<file path="src/rtl/trail_pkg.sv">
// trail_pkg -- shared constants and types for the player trail effect.
//
// Used by trail_manager (slot update engine) and by the renderer, so the
// geometry constants (player position/size, particle size) live here once.
//
// Contents:
//   TRAIL_N, LIFE_MAX           default slot count / spawn life
//   TRAIL_SIZE, PLAYER_X,
//   PLAYER_SIZE                 sprite geometry in pixels
//   SPAWN_X                     particle x at spawn (just left of the player)
//   SPAWN_Y_OFS                 particle y offset from player top (centred)
//   trail_state_e               trail_manager FSM states
//   gamemode_e                  game mode encoding on the gamemode bus
//   spawn_y()                   saturating spawn y computation
package trail_pkg;

    localparam int TRAIL_N     = 41;
    localparam int LIFE_MAX    = 10;
    localparam int TRAIL_SIZE  = 8;
    localparam int PLAYER_X    = 160;
    localparam int PLAYER_SIZE = 40;

    // Particle spawns immediately behind the player, vertically centred on it.
    localparam logic [9:0] SPAWN_X     = 10'(PLAYER_X - TRAIL_SIZE);
    localparam int         SPAWN_Y_OFS = PLAYER_SIZE / 2 - TRAIL_SIZE / 2;

    typedef enum logic [1:0] {
        IDLE  = 2'd0,
        SCAN  = 2'd1,
        SPAWN = 2'd2
    } trail_state_e;

    typedef enum logic [1:0] {
        GM_INIT  = 2'b00,
        GM_PLAY  = 2'b01,
        GM_PAUSE = 2'b10,
        GM_END   = 2'b11
    } gamemode_e;

    // y position of a fresh particle, clamped to the 9-bit screen range.
    function automatic logic [8:0] spawn_y(input logic [8:0] py);
        logic [9:0] sum;
        sum = {1'b0, py} + 10'(SPAWN_Y_OFS);
        return sum[9] ? 9'd511 : sum[8:0];
    endfunction

endpackage

</file>
<file path="src/rtl/trail_manager_if.sv">
// trail_manager_if -- bus between the game control logic and trail_manager.
//
// Signals:
//   frame_tick   one-cycle pulse at vertical blank start
//   gamemode     00 initial, 01 in-game, 10 paused, 11 ended
//   player_y     player top edge
//   trail_x/y    per-slot particle position (registered in trail_manager)
//   trail_life   per-slot remaining life, 0 = invisible
//   busy         high while a frame update is in progress
//   overrun      sticky: a frame_tick arrived while busy
//
// Modports:
//   master  game side: drives frame_tick/gamemode/player_y, reads trail state
//   slave   trail_manager side
interface trail_manager_if #(
    parameter int TRAIL_N = trail_pkg::TRAIL_N
);

    logic                     frame_tick;
    logic [1:0]               gamemode;
    logic [8:0]               player_y;
    logic [TRAIL_N-1:0][9:0]  trail_x;
    logic [TRAIL_N-1:0][8:0]  trail_y;
    logic [TRAIL_N-1:0][3:0]  trail_life;
    logic                     busy;
    logic                     overrun;

    modport master (
        output frame_tick, gamemode, player_y,
        input  trail_x, trail_y, trail_life, busy, overrun
    );

    modport slave (
        input  frame_tick, gamemode, player_y,
        output trail_x, trail_y, trail_life, busy, overrun
    );

endinterface

</file>
<file path="src/rtl/trail_manager.sv">
// trail_manager -- ring buffer of trail particles behind the player.
//
// Once per in-game frame the block walks every slot (one per clock), ageing
// live particles, and every SPAWN_DIV frames writes a fresh particle into
// the oldest slot. Spawning happens after the walk so a new particle keeps
// its full life for the frame it appears in.
//
// Ports:
//   clk   single clock
//   rst   asynchronous, active-high reset
//   bus   trail_manager_if.slave (frame_tick, gamemode, player_y in;
//         trail_x/y/life, busy, overrun out -- all outputs registered)
//
// Parameters:
//   TRAIL_N      number of particle slots
//   LIFE_MAX     life loaded at spawn
//   SPAWN_DIV    frames between spawns, 1..15
//   TRAIL_DRIFT  leftward pixels per frame when drift is enabled
//
// Build option:
//   TRAIL_DRIFT_EN  when defined, live particles move left by TRAIL_DRIFT
//                   each frame and die when they would cross x=0.
module trail_manager #(
    parameter int TRAIL_N     = trail_pkg::TRAIL_N,
    parameter int LIFE_MAX    = trail_pkg::LIFE_MAX,
    parameter int SPAWN_DIV   = 2,
    parameter int TRAIL_DRIFT = 4
) (
    input  logic           clk,
    input  logic           rst,
    trail_manager_if.slave bus
);

    import trail_pkg::*;

`ifdef TRAIL_DRIFT_EN
    localparam bit DRIFT_EN = 1'b1;
`else
    localparam bit DRIFT_EN = 1'b0;
`endif

    localparam int               IDX_W    = (TRAIL_N > 1) ? $clog2(TRAIL_N) : 1;
    localparam logic [IDX_W-1:0] LAST_IDX = IDX_W'(TRAIL_N - 1);
    localparam logic [3:0]       CNT_LAST = 4'(SPAWN_DIV - 1);
    localparam logic [3:0]       LIFE_INIT = 4'(LIFE_MAX);
    localparam logic [9:0]       DRIFT_X  = 10'(TRAIL_DRIFT);

    trail_state_e             state;
    logic [IDX_W-1:0]         idx;
    logic [IDX_W-1:0]         wr_ptr;     // next slot to overwrite (oldest)
    logic [3:0]               spawn_cnt;  // frames since last spawn
    logic                     busy_q;
    logic                     overrun_q;
    logic [TRAIL_N-1:0][9:0]  x_q;
    logic [TRAIL_N-1:0][8:0]  y_q;
    logic [TRAIL_N-1:0][3:0]  life_q;

    always_ff @(posedge clk or posedge rst) begin
        if (rst) begin
            state     <= IDLE;
            idx       <= '0;
            wr_ptr    <= '0;
            spawn_cnt <= '0;
            busy_q    <= 1'b0;
            overrun_q <= 1'b0;
            x_q       <= '0;
            y_q       <= '0;
            life_q    <= '0;
        end else begin
            // busy_q is only ever high outside IDLE, where the clear below
            // cannot fire, so set and clear never collide.
            if (bus.frame_tick && busy_q)
                overrun_q <= 1'b1;

            case (state)
                IDLE: begin
                    if (bus.gamemode == GM_INIT) begin
                        life_q    <= '0;
                        wr_ptr    <= '0;
                        spawn_cnt <= '0;
                        overrun_q <= 1'b0;
                    end else if (bus.gamemode == GM_PLAY && bus.frame_tick) begin
                        state  <= SCAN;
                        idx    <= '0;
                        busy_q <= 1'b1;
                    end
                end

                SCAN: begin
                    if (life_q[idx] != 4'd0) begin
                        if (DRIFT_EN && (x_q[idx] < DRIFT_X)) begin
                            // would leave the screen: kill it, keep x
                            life_q[idx] <= 4'd0;
                        end else begin
                            life_q[idx] <= life_q[idx] - 4'd1;
                            if (DRIFT_EN)
                                x_q[idx] <= x_q[idx] - DRIFT_X;
                        end
                    end

                    if (idx == LAST_IDX) begin
                        if (spawn_cnt == CNT_LAST) begin
                            spawn_cnt <= '0;
                            state     <= SPAWN;
                        end else begin
                            spawn_cnt <= spawn_cnt + 4'd1;
                            state     <= IDLE;
                            busy_q    <= 1'b0;
                        end
                    end else begin
                        idx <= idx + 1'b1;
                    end
                end

                SPAWN: begin
                    x_q[wr_ptr]    <= SPAWN_X;
                    y_q[wr_ptr]    <= spawn_y(bus.player_y);
                    life_q[wr_ptr] <= LIFE_INIT;
                    wr_ptr         <= (wr_ptr == LAST_IDX) ? '0 : wr_ptr + 1'b1;
                    state          <= IDLE;
                    busy_q         <= 1'b0;
                end

                default: begin
                    state  <= IDLE;
                    busy_q <= 1'b0;
                end
            endcase
        end
    end

    assign bus.trail_x    = x_q;
    assign bus.trail_y    = y_q;
    assign bus.trail_life = life_q;
    assign bus.busy       = busy_q;
    assign bus.overrun    = overrun_q;

endmodule

</file>
<file path="src/flat_wrapper.sv">
// flat-port wrapper written by rule: the top's interface ports become plain ports
module trail_manager_flat import trail_pkg::*;
#(
    parameter int TRAIL_N     = trail_pkg::TRAIL_N,
    parameter int LIFE_MAX    = trail_pkg::LIFE_MAX,
    parameter int SPAWN_DIV   = 2,
    parameter int TRAIL_DRIFT = 4
)
  (clk, rst, bus_frame_tick, bus_gamemode, bus_player_y, bus_trail_x, bus_trail_y, bus_trail_life, bus_busy, bus_overrun);
  trail_manager_if #(.TRAIL_N(TRAIL_N)) bus_i ();
  input  logic clk;
  input  logic rst;
  input wire logic [$bits(bus_i.frame_tick)-1:0] bus_frame_tick;
  input wire logic [$bits(bus_i.gamemode)-1:0] bus_gamemode;
  input wire logic [$bits(bus_i.player_y)-1:0] bus_player_y;
  output wire logic [$bits(bus_i.trail_x)-1:0] bus_trail_x;
  output wire logic [$bits(bus_i.trail_y)-1:0] bus_trail_y;
  output wire logic [$bits(bus_i.trail_life)-1:0] bus_trail_life;
  output wire logic [$bits(bus_i.busy)-1:0] bus_busy;
  output wire logic [$bits(bus_i.overrun)-1:0] bus_overrun;
  assign bus_i.frame_tick = bus_frame_tick;
  assign bus_i.gamemode = bus_gamemode;
  assign bus_i.player_y = bus_player_y;
  assign bus_trail_x = bus_i.trail_x;
  assign bus_trail_y = bus_i.trail_y;
  assign bus_trail_life = bus_i.trail_life;
  assign bus_busy = bus_i.busy;
  assign bus_overrun = bus_i.overrun;
  trail_manager #(.TRAIL_N(TRAIL_N), .LIFE_MAX(LIFE_MAX), .SPAWN_DIV(SPAWN_DIV), .TRAIL_DRIFT(TRAIL_DRIFT)) u_core (.clk(clk), .rst(rst), .bus(bus_i));
endmodule
</file>
<file path="config.mk">
export PLATFORM = sky130hd
export DESIGN_NAME = trail_manager_flat
export DESIGN_NICKNAME = d
export VERILOG_FILES = /design/src/rtl/trail_pkg.sv /design/src/rtl/trail_manager_if.sv /design/src/rtl/trail_manager.sv /design/src/flat_wrapper.sv
export SDC_FILE = /design/constraint.sdc
export NUM_CORES = 2
export LEC_CHECK = 0
export BUFFER_PORTS_ARGS = -buffer_cell sky130_fd_sc_hd__buf_2
export CORE_AREA = 5 5 375 377
export DETAILED_ROUTE_END_ITERATION = 6
export DIE_AREA = 0 0 380 382
export SLEW_MARGIN = 5
export SYNTH_ARGS = -nofsm -noshare
export SYNTH_HDL_FRONTEND = slang
export SYNTH_SLANG_ARGS = --single-unit
</file>
<file path="constraint.sdc">
create_clock -name clk -period 80.6 [get_ports clk]
set_clock_uncertainty 0.2 [all_clocks]
set_input_delay 16.12 -clock clk [delete_from_list [all_inputs] [get_ports clk]]
set_output_delay 16.12 -clock clk [all_outputs]
set_load 0.05 [all_outputs]
</file>
==> results.txt <==
Yosys warning total = 0
CTS tree = built
Clock Latency Late Sink = 720 ps
Yosys cell types = 65
Tot GR Track Use = 20.1%
Static leakage = 24.4 nW
H-tree Lvls = 3
Critical Path End Type = async pin
Initial core utilization = 27.8%
Final instance area = 48500 um2
Clk buf depth = 3
Max-cap violations = 0
Critical path peak fanout = 120
Max_slew headroom = 19.0%
Gate power share = 24.1%
Max IR drop VDD = 37.6 uV
Synth async-reset ratio = 100%
Final Hold Fails = 0
Fin crit period = 20980 ps
Die Ht = 382 um
Crit share post-route = 26.0%
Total power density per cell area = 27.5 nW/um2
Area of the multi-input gates = 12700 um2
Type of origin of the critical path = input pin
Highest clock rate = 0.0477 GHz
Cells on worst reg2reg path = 11
Pin count of the biggest net entering global routing = 168
Area post-placement = 44900 um2
Layout cells sized above 1 = 28.0%
Hold path depth = 1
Die area = 145000 um2
Port bufs = 958
# fillers = 13765
Clock power share = 38.1%
Routability cong. = 0.900
Inst Count DP = 6157
1st-iter DRT viols = 3313
DRC errors left = 0
Min-Delay Endpoint = u_core.bus.trail_x[204]
Post-synthesis cell count = 3582
Endpoints failing setup = 0
Top-level I/O count = 959
Reg2Reg Capture Point = u_core.bus.trail_life[34]
Register area share after synthesis = 63.4%
Core Box Area = 137000 um2
Clock sinks = 963
Ys flop type = dfrtp_1
Clock buffers created by TritonCTS = 102
Post-route ant nets = 0
Width of the chip = 380 um
Number of global-route vias before repair = 30540
CP required = 81100 ps
CP Data Arrival Time = 21480 ps
Setup_tns = 0 ps
Max Slew Vio Count = 0
Average size of a mapped cell = 10.6 um2
First-pass GRT wire length = 220 mm
Status = completed
Hold buffer count at CTS = 0
Clock transition at path regs = 60 ps
Setup Buffers After CTS = 0
Antenna violations before repair = 7
Sequential Power Share = 37.7%
Register area = 24100 um2
Crit Path Class = input pin to async pin
Worst min path class = flip-flop to flip-flop
Nets = 4493
Detail Placement HPWL = 106 mm
DR vias = 31248
Tot Pwr = 1.33 mW
Actual slew at the worst max-slew pin = 1210 ps
Reg2reg start = u_core.idx[2]
Area Growth Syn to Fin = 27.6%
Number of synthesized flops with an enable pin = 0
Post-DR wirelength/cell = 23.9 um
Clock root buffer = clkbuf_16
#FFs+latches synth = 963
Pre-antenna DRT Iters = 7
RSZ-0062 raised after global routing = false
Post-DR vias/cell = 4.92
Hold_sp = u_core.bus.trail_x[204]
Post-Syn Area = 38000 um2
CTS resizes = 0
Post-Route WL = 152 mm
Setup slack, reg-to-reg = 75140 ps
Layout Utilization = 35.5%
Fin cells = 6351
Site row count = 136
Switching Power = 0.474 mW
Cell-internal power = 0.860 mW
Synthesized Nets = 3608
Overflow after GRT = 0
Switching part of the total = 35.6%
==> worst max-delay path by stage <==
stage	start	end	slack, ps
final	rst	u_core.bus.trail_x[346]	59620
after detailed placement	rst	u_core.bus.trail_x[251]	58630
after CTS	rst	u_core.bus.trail_x[106]	59430
after global routing	rst	u_core.bus.trail_x[262]	58780
after global placement	rst	u_core.bus.trail_x[222]	58720
after floorplan	rst	u_core.bus.busy	37190
==> per-stage QoR <==
stage | setup WS [ps] | hold WS (ps)
3_5_place_dp | 58630 | 247
4_1_cts | 59430 | 263
6_report | 59620 | 258
3_3_place_gp | 58720 | 243
2_1_floorplan | 37190 | 246
5_1_grt | 58780 | 270
==> kinds of logic after synthesis <==
logic type | synth area share, %
AOI/OAI and AO/OA | 15.3
xor gates and xnor gates | 0.161
adders and majority gates | 0.395
buffers and inverters | 3.81
DFF | 63.4
muxes | 1.63
and+or+nand+nor | 15.3
==> routing by layer <==
| layer | wire, um | GRT usage [%] |
|---|---|---|
| met1 | 62700 | 26.2 |
| met2 | 69900 | 32.4 |
| met3 | 14000 | 5.58 |
| met4 | 4960 | 7.06 |
| met5 | 0 | 0 |
==> cells in the final DEF (no fill, tap or decap), types with 6 or more instances in the layout <==
| cell | instances |
|---|---|
| clkbuf_8 | 26 |
| or3_1 | 7 |
| buf_4 | 84 |
| nand2_1 | 550 |
| nor3b_1 | 6 |
| nor3_1 | 6 |
| nand3_1 | 41 |
| nor2b_1 | 10 |
| clkbuf_1 | 20 |
| o21ai_1 | 12 |
| o22ai_1 | 111 |
| and3_1 | 13 |
| a22o_1 | 8 |
| ha_1 | 9 |
| and2_1 | 294 |
| o22a_1 | 9 |
| a21boi_0 | 9 |
| clkbuf_16 | 102 |
| nor2_1 | 97 |
| clkinv_2 | 14 |
| inv_1 | 95 |
| nand2b_1 | 134 |
| o21ai_0 | 474 |
| a311oi_1 | 10 |
| o31ai_1 | 51 |
| o211ai_1 | 14 |
| a21oi_1 | 141 |
| buf_2 | 958 |
| a22oi_1 | 43 |
| bufinv_16 | 13 |
| a221oi_1 | 12 |
| dfrtp_1 | 961 |
| mux2i_1 | 43 |
| o2bb2ai_1 | 6 |
| o21a_1 | 21 |
| a2bb2oi_1 | 24 |
| nor2_4 | 6 |
==> area by class of cell <==
type	count	share of cell area (%)
Timing Repair Buffer	1043	11.2
Clock inverter	42	1.42
Tap cell	1794	4.62
Multi-Input combinational cell	2259	26.1
Inverter	98	0.773
Antenna cell	4	0.0206
Sequential cell	963	49.7
Clock buffer	148	6.15
==> flip-flops by register name, summed over array words and instances, names as in the netlist <==
signal / flops
u_core.bus.trail_life: 164
u_core.spawn_cnt: 4
u_core.bus.trail_x: 410
u_core.bus.trail_y: 369
u_core.bus.busy: 1
u_core.state: 2
u_core.bus.overrun: 1
u_core.idx: 6
u_core.wr_ptr: 6
==> worst max-delay path, stage by stage <==
cell and delay, ps:
buf_2 130, inv_8 520, buf_4 790, buf_4 830, buf_4 640, buf_4 820
buf_4 610, buf_4 750
==> power by group through the flow <==
stage | combinational, mW | sequential [mW] | clock (mW)
after floorplan | 0.179 | 0.539 | 0
after CTS | 0.310 | 0.503 | 0.518
after global placement | 0.308 | 0.511 | 0
after detailed placement | 0.309 | 0.512 | 0
after global routing | 0.333 | 0.504 | 0.539
final | 0.322 | 0.504 | 0.509
==> synthesized netlist by cell type, types with 5 or more instances <==
master | count | share of area [%]
o21ai_1 | 12 | 0.16
o31ai_1 | 51 | 1.0
a22o_1 | 8 | 0.18
o21a_1 | 22 | 0.43
o22ai_1 | 111 | 1.8
ha_1 | 12 | 0.39
a2bb2oi_1 | 24 | 0.55
mux2i_1 | 45 | 1.2
o22a_1 | 9 | 0.21
nor3b_1 | 9 | 0.18
inv_1 | 97 | 0.96
a21boi_0 | 9 | 0.18
a21oi_1 | 141 | 1.9
nor2_1 | 104 | 1.0
clkbuf_1 | 205 | 2.0
a22oi_1 | 43 | 0.85
nor3_1 | 9 | 0.12
a311oi_1 | 10 | 0.23
dfrtp_1 | 963 | 63
buf_2 | 41 | 0.54
mux2_2 | 5 | 0.15
nor2b_1 | 10 | 0.16
buf_1 | 8 | 0.079
nand3_1 | 46 | 0.61
o211ai_1 | 14 | 0.28
a221oi_1 | 12 | 0.28
o21ai_0 | 474 | 6.2
and2_1 | 294 | 4.8
or3_1 | 7 | 0.12
nand2b_1 | 134 | 2.2
or2_2 | 5 | 0.082
o2bb2ai_1 | 6 | 0.14
xor2_1 | 5 | 0.12
nand2_1 | 553 | 5.5
and3_1 | 13 | 0.21
Note: power is estimated with default switching activity, not from simulation.
